==> config.mk <==
export PLATFORM = sky130hd
export DESIGN_NAME = pacman_game_monitor_flat
export DESIGN_NICKNAME = d
export VERILOG_FILES = /design/src/rtl/pacman_game_monitor_if.sv /design/src/rtl/pacman_game_monitor.sv /design/src/flat_wrapper.sv
export SDC_FILE = /design/constraint.sdc
export NUM_CORES = 1
export LEC_CHECK = 0
export ABC_CLOCK_PERIOD_IN_PS = 6400
export BUFFER_PORTS_ARGS = -buffer_cell sky130_fd_sc_hd__buf_2
export CORE_UTILIZATION = 28
export CTS_CLUSTER_DIAMETER = 40
export DETAILED_ROUTE_END_ITERATION = 7
export PLACE_DENSITY = 0.55
export SLEW_MARGIN = 20
export SYNTH_ARGS = -nofsm -noshare
export SYNTH_HDL_FRONTEND = slang
export SYNTH_SLANG_ARGS = --single-unit
==> constraint.sdc <==
create_clock -name clk -period 6.4 [get_ports clk]
set_input_delay 0 -clock clk [delete_from_list [all_inputs] [get_ports clk]]
set_output_delay 0 -clock clk [all_outputs]
set_load 0.01 [all_outputs]
==> src/rtl/pacman_game_monitor_if.sv <==
// Bundle between the Pac-Man game core, the session monitor and the HUD.
// The master modport is the core/HUD side; the slave modport is the monitor.
interface pacman_game_monitor_if #(
    parameter int WIDTH   = 8,
    parameter int HEIGHT  = 8,
    parameter int SCORE_W = 10,
    parameter int STEP_W  = 8
) ();
    localparam int CW = $clog2(WIDTH*HEIGHT+1);

    logic                          start;
    logic [WIDTH-1:0]              pacman_x;
    logic [HEIGHT-1:0]             pacman_y;
    logic [WIDTH-1:0][HEIGHT-1:0]  candies;
    logic                          catch;
    logic [1:0]                    state;
    logic [SCORE_W-1:0]            score;
    logic [CW-1:0]                 candies_left;
    logic [STEP_W-1:0]             steps;
    logic                          won;
    logic                          lost;
    logic                          timeout;
    logic                          game_over;

    modport master (
        output start, pacman_x, pacman_y, candies, catch,
        input  state, score, candies_left, steps, won, lost, timeout, game_over
    );

    modport slave (
        input  start, pacman_x, pacman_y, candies, catch,
        output state, score, candies_left, steps, won, lost, timeout, game_over
    );
endinterface

==> src/rtl/pacman_game_monitor.sv <==
// Game-session referee: tracks score, remaining candies and steps, and runs
// the idle/play/won/lost session state machine with a step-limit timeout.
module pacman_game_monitor #(
    parameter int WIDTH     = 8,
    parameter int HEIGHT    = 8,
    parameter int SCORE_W   = 10,
    parameter int CANDY_PTS = 10,
    parameter int STEP_W    = 8,
    parameter int MAX_STEPS = 200
) (
    input  logic                   clk,
    input  logic                   rst,
    pacman_game_monitor_if.slave   bus
);
    localparam int CW = $clog2(WIDTH*HEIGHT+1);
    localparam int PW = SCORE_W + CW;
    localparam logic [PW:0] SCORE_MAX = (PW+1)'((2**SCORE_W) - 1);

    typedef enum logic [1:0] {
        S_IDLE = 2'b00,
        S_PLAY = 2'b01,
        S_WON  = 2'b10,
        S_LOST = 2'b11
    } state_t;

    state_t              state_reg, state_next;
    logic [SCORE_W-1:0]  score_reg, score_next;
    logic [STEP_W-1:0]   steps_reg, steps_next;
    logic                timeout_reg, timeout_next;
    logic [CW-1:0]       prev_count_reg, prev_count_next;
    logic [WIDTH-1:0]    prev_x_reg, prev_x_next;
    logic [HEIGHT-1:0]   prev_y_reg, prev_y_next;
    logic [CW-1:0]       left_reg;
    logic                won_reg, lost_reg, over_reg;

    logic [CW-1:0]       cur_count;
    logic [CW-1:0]       delta;
    logic [PW-1:0]       award;
    logic [PW:0]         sum;
    logic [SCORE_W-1:0]  score_award;
    logic [STEP_W-1:0]   steps_inc;
    logic                moved;

    always_comb begin
        cur_count = '0;
        for (int i = 0; i < WIDTH; i++) begin
            for (int j = 0; j < HEIGHT; j++) begin
                cur_count = cur_count + CW'(bus.candies[i][j]);
            end
        end
    end

    // Only a drop in the candy count scores; a map reload earns nothing.
    always_comb begin
        delta       = (cur_count < prev_count_reg) ? (prev_count_reg - cur_count) : '0;
        award       = PW'(delta) * PW'(CANDY_PTS);
        sum         = (PW+1)'(score_reg) + (PW+1)'(award);
        score_award = (sum > SCORE_MAX) ? '1 : SCORE_W'(sum);
    end

    assign moved     = ({bus.pacman_x, bus.pacman_y} != {prev_x_reg, prev_y_reg});
    assign steps_inc = steps_reg + STEP_W'(1);

    always_comb begin
        state_next      = state_reg;
        score_next      = score_reg;
        steps_next      = steps_reg;
        timeout_next    = timeout_reg;
        prev_count_next = prev_count_reg;
        prev_x_next     = prev_x_reg;
        prev_y_next     = prev_y_reg;
        case (state_reg)
            S_PLAY: begin
                score_next      = score_award;
                prev_count_next = cur_count;
                prev_x_next     = bus.pacman_x;
                prev_y_next     = bus.pacman_y;
                if (moved) steps_next = steps_inc;
                // Catch beats the last candy, which beats the step limit.
                if (bus.catch) begin
                    state_next   = S_LOST;
                    timeout_next = 1'b0;
                end else if (cur_count == '0) begin
                    state_next = S_WON;
                end else if (moved && (steps_inc == STEP_W'(MAX_STEPS))) begin
                    state_next   = S_LOST;
                    timeout_next = 1'b1;
                end
            end
            default: begin
                if (bus.start) begin
                    state_next      = S_PLAY;
                    score_next      = '0;
                    steps_next      = '0;
                    timeout_next    = 1'b0;
                    prev_count_next = cur_count;
                    prev_x_next     = bus.pacman_x;
                    prev_y_next     = bus.pacman_y;
                end
            end
        endcase
    end

    always_ff @(posedge clk or posedge rst) begin
        if (rst) begin
            state_reg      <= S_IDLE;
            score_reg      <= '0;
            steps_reg      <= '0;
            timeout_reg    <= 1'b0;
            prev_count_reg <= '0;
            prev_x_reg     <= '0;
            prev_y_reg     <= '0;
            left_reg       <= '0;
            won_reg        <= 1'b0;
            lost_reg       <= 1'b0;
            over_reg       <= 1'b0;
        end else begin
            state_reg      <= state_next;
            score_reg      <= score_next;
            steps_reg      <= steps_next;
            timeout_reg    <= timeout_next;
            prev_count_reg <= prev_count_next;
            prev_x_reg     <= prev_x_next;
            prev_y_reg     <= prev_y_next;
            left_reg       <= cur_count;
            // Status flags get their own flops so the HUD never sees decode glitches.
            won_reg        <= (state_next == S_WON);
            lost_reg       <= (state_next == S_LOST);
            over_reg       <= (state_next == S_WON) || (state_next == S_LOST);
        end
    end

    assign bus.state        = state_reg;
    assign bus.score        = score_reg;
    assign bus.candies_left = left_reg;
    assign bus.steps        = steps_reg;
    assign bus.won          = won_reg;
    assign bus.lost         = lost_reg;
    assign bus.timeout      = timeout_reg;
    assign bus.game_over    = over_reg;
endmodule

==> src/flat_wrapper.sv <==
// flat-port wrapper written by rule: the top's interface ports become plain ports
module pacman_game_monitor_flat 
#(
    parameter int WIDTH     = 8,
    parameter int HEIGHT    = 8,
    parameter int SCORE_W   = 10,
    parameter int CANDY_PTS = 10,
    parameter int STEP_W    = 8,
    parameter int MAX_STEPS = 200
)
  (clk, rst, bus_start, bus_pacman_x, bus_pacman_y, bus_candies, bus_catch, bus_state, bus_score, bus_candies_left, bus_steps, bus_won, bus_lost, bus_timeout, bus_game_over);
  pacman_game_monitor_if #(.WIDTH(WIDTH), .HEIGHT(HEIGHT), .SCORE_W(SCORE_W), .STEP_W(STEP_W)) bus_i ();
  input  logic clk;
  input  logic rst;
  input wire logic [$bits(bus_i.start)-1:0] bus_start;
  input wire logic [$bits(bus_i.pacman_x)-1:0] bus_pacman_x;
  input wire logic [$bits(bus_i.pacman_y)-1:0] bus_pacman_y;
  input wire logic [$bits(bus_i.candies)-1:0] bus_candies;
  input wire logic [$bits(bus_i.catch)-1:0] bus_catch;
  output wire logic [$bits(bus_i.state)-1:0] bus_state;
  output wire logic [$bits(bus_i.score)-1:0] bus_score;
  output wire logic [$bits(bus_i.candies_left)-1:0] bus_candies_left;
  output wire logic [$bits(bus_i.steps)-1:0] bus_steps;
  output wire logic [$bits(bus_i.won)-1:0] bus_won;
  output wire logic [$bits(bus_i.lost)-1:0] bus_lost;
  output wire logic [$bits(bus_i.timeout)-1:0] bus_timeout;
  output wire logic [$bits(bus_i.game_over)-1:0] bus_game_over;
  assign bus_i.start = bus_start;
  assign bus_i.pacman_x = bus_pacman_x;
  assign bus_i.pacman_y = bus_pacman_y;
  assign bus_i.candies = bus_candies;
  assign bus_i.catch = bus_catch;
  assign bus_state = bus_i.state;
  assign bus_score = bus_i.score;
  assign bus_candies_left = bus_i.candies_left;
  assign bus_steps = bus_i.steps;
  assign bus_won = bus_i.won;
  assign bus_lost = bus_i.lost;
  assign bus_timeout = bus_i.timeout;
  assign bus_game_over = bus_i.game_over;
  pacman_game_monitor #(.WIDTH(WIDTH), .HEIGHT(HEIGHT), .SCORE_W(SCORE_W), .CANDY_PTS(CANDY_PTS), .STEP_W(STEP_W), .MAX_STEPS(MAX_STEPS)) u_core (.clk(clk), .rst(rst), .bus(bus_i));
endmodule
==> impl_metrics.toml <==
[worst_setup_path]
end_kind = "flip-flop"
r2r_slack_ns = 1.96
cp.required_ns = 6.56
timing.rr.end = "u_core.bus.score[3]"
worstSetupStartpointType = "input pin"
critPathArrivalTime_ns = 9.28
cpMaxStageDelayCell = "fa_1"
critical_path_class = "in2reg"
rr_startpoint = "u_core.prev_count_reg[1]"
cp_max_fo = 6
cp_common_cell = "fa_1"
cp_slowest_stage_delay_ns = 0.54
r2r_cells = 19

[global_routing]
grt.overflow.total = 0
grt_max_degree = 55
grt_pass1_wl_mm = 20.3
grt_util_all_layers = 0.135
antenna_found_initial = 0
grt_pass1_vias = 4506

[placed_design]
hpwlAfterDp_mm = 9.62
port-buffer-count = 114
place_congestion = 0.824

[synthesis]
ys_seq_elements = 54
synth.distinct_cells = 52
syn_area_um2 = 5050
syn_inst = 500
synth_async_sr_flop_share = 1.00
yosysWarnings = 0
synth-seq-area-share = 0.267
syn-num-nets = 685
synth_flop_cell = "dfrtp_1"
synth_edf_count = 0
postSynthAreaPerCell_um2 = 10.1

[drt]
drt_iter0_markers = 140
post_drt_wl_per_cell_um = 12.5
firstDrtPassIters = 4
drt-total-wl_mm = 11.7
drc = 0
ant_nets = 0
num_vias = 4220
via_per_inst = 4.50

[timing]
relSlewSlack = 0.396
clock_skew_ns = 0.00669
setup_ws_ns = -2.71
clock.fmax_mhz = 110
worst_slew_pin_slew_ns = 0.903
rsz0062_at_grt = "true"
drv_slew = 0
period_share = 1.42
finalHoldViolCount = 0
setup_viol = 10
fin_crit_ns = 9.11

[cts]
cts_tree = "built"
clock_latency_ns = 0.30
cts_num_sinks = 54
clkTransAtPathRegs_ns = 0.08
clockBufferDepth = 2
cts-root-buf = "clkbuf_16"
cts_buffers = 5
htree_num_levels = 2

[cells_and_area]
utilization = 0.401
final_cell_mix = "buf_2, inv_1, buf_4"
largest_register_ffs = 10
layout_commonest_cell = "buf_2"
fillers = 1724
drive_above_1_share = 0.369
n_antenna_cell = 0
areaGrowthSynthToFinish_pct = 38.9
layout.nets = 897

[job]
max_cap_violations = 0

[run_status]
failed_checks = "negative setup slack"
status = "finished, violations left"

[hold_path]
hold_end = "u_core.prev_count_reg[0]"
hold_path.startpoint = "bus_candies[5]"
hold_path.class = "in2reg"
hold_depth = 5

[floorplan]
coreArea_um2 = 17500
dieArea_um2 = 18600
die_y_um = 136
initial_utilization = 0.289
rows = 48
io-pin-count = 115
die_x_um = 136
[area by class of cell]
class,count,area (µm²),area share
multi-input cells,340,3490,0.498
repair buffers,212,1370,0.195
flip-flops and latches,54,1350,0.193
inverters,99,372,0.0530
well taps,225,282,0.0401
clock buffers,5,125,0.0178
clock inverters,3,28.8,0.00410
[per-stage QoR]
step | worst slack (ns) | hold WS (ns) | setup TNS [ns] | instances | cell area (µm²)
3_3_place_gp | -3.05 | 0.239 | -31.74 | 904 | 6530
3_5_place_dp | -3.22 | 0.239 | -33.39 | 904 | 6530
2_1_floorplan | -2.91 | 0.0981 | -28.97 | 500 | 5170
4_1_cts | -2.80 | 0.337 | -27.62 | 935 | 6950
5_1_grt | -3.08 | 0.393 | -30.81 | 938 | 7020
6_report | -2.71 | 0.325 | -26.88 | 938 | 7020
[kinds of logic (layout without fill, tap and decap cells)]
family	after synthesis	count (layout)	share of synthesized area
buffers and inverters	107	319	0.0795
adders and majority gates	101	101	0.335
AOI/OAI and AO/OA	99	99	0.125
and+or+nand+nor	88	88	0.0944
DFF	54	54	0.267
xor gates and xnor gates	34	34	0.0589
muxes	17	18	0.0401
[routing by layer]
layer / routed length, µm / track usage / part of all wire / vias to the layer above
li1: - / - / - / 2082
met1: 5100 / 0.166 / 0.44 / 2053
met2: 6100 / 0.250 / 0.52 / 79
met3: 455 / 0.0213 / 0.039 / 6
met4: 59 / 0.0167 / 0.0050 / 0
met5: 0 / 0 / 0 / -
[cells in the mapped netlist (5+ instances only)]
cell,n,area share
inv_1,98,0.073
fa_1,57,0.23
dfrtp_1,54,0.27
ha_1,44,0.11
a21oi_1,28,0.028
o21ai_0,24,0.024
xor2_1,23,0.040
nand2_1,21,0.016
nor2_1,21,0.016
mux2_2,16,0.036
xnor2_1,11,0.019
nand3_1,8,0.0079
a211oi_1,7,0.010
a21o_1,7,0.010
o21a_1,7,0.010
clkbuf_1,6,0.0045
nand2b_1,6,0.0074
nand4_1,6,0.0074
a31oi_1,5,0.0062
[timing repair]
| item | 4_1_cts | 5_1_grt |
|---|---|---|
| hold buffers | 19 | 0 |
| endpoints found under the hold margin | 73 | 0 |
| cloned | 1 | 0 |
| resized for setup | 9 | 12 |
| setup buffers | 3 | 3 |
| setup endpoints to repair | 11 | 16 |
| pin swaps | 22 | 9 |
[critical path: cells and delay by family]
kind | cells | cell delay, ns
AO/OA/AOI/OAI | 9 | 1.25
XOR/XNOR | 1 | 0.10
adder cells (fa/ha/maj) | 14 | 5.69
buffers and inverters | 7 | 0.40
multiplexers | 1 | 0.23
AND/OR/NAND/NOR | 7 | 1.60
[how the worst max path moves through the flow]
stage | startpoint | endpoint | slack [ns] | depth (start not counted)
3_5_place_dp | bus_candies[54] | u_core.bus.score[0] | -3.22 | 40
4_1_cts | bus_candies[54] | u_core.bus.score[3] | -2.80 | 39
2_1_floorplan | bus_candies[54] | u_core.bus.score[3] | -2.91 | 39
6_report | bus_candies[54] | u_core.bus.score[3] | -2.71 | 39
5_1_grt | bus_candies[54] | u_core.bus.score[8] | -3.08 | 39
3_3_place_gp | bus_candies[0] | u_core.bus.score[7] | -3.05 | 34
Power is not shown: default switching activity piles up to over one toggle a cycle in this logic, so the estimate is an artifact.
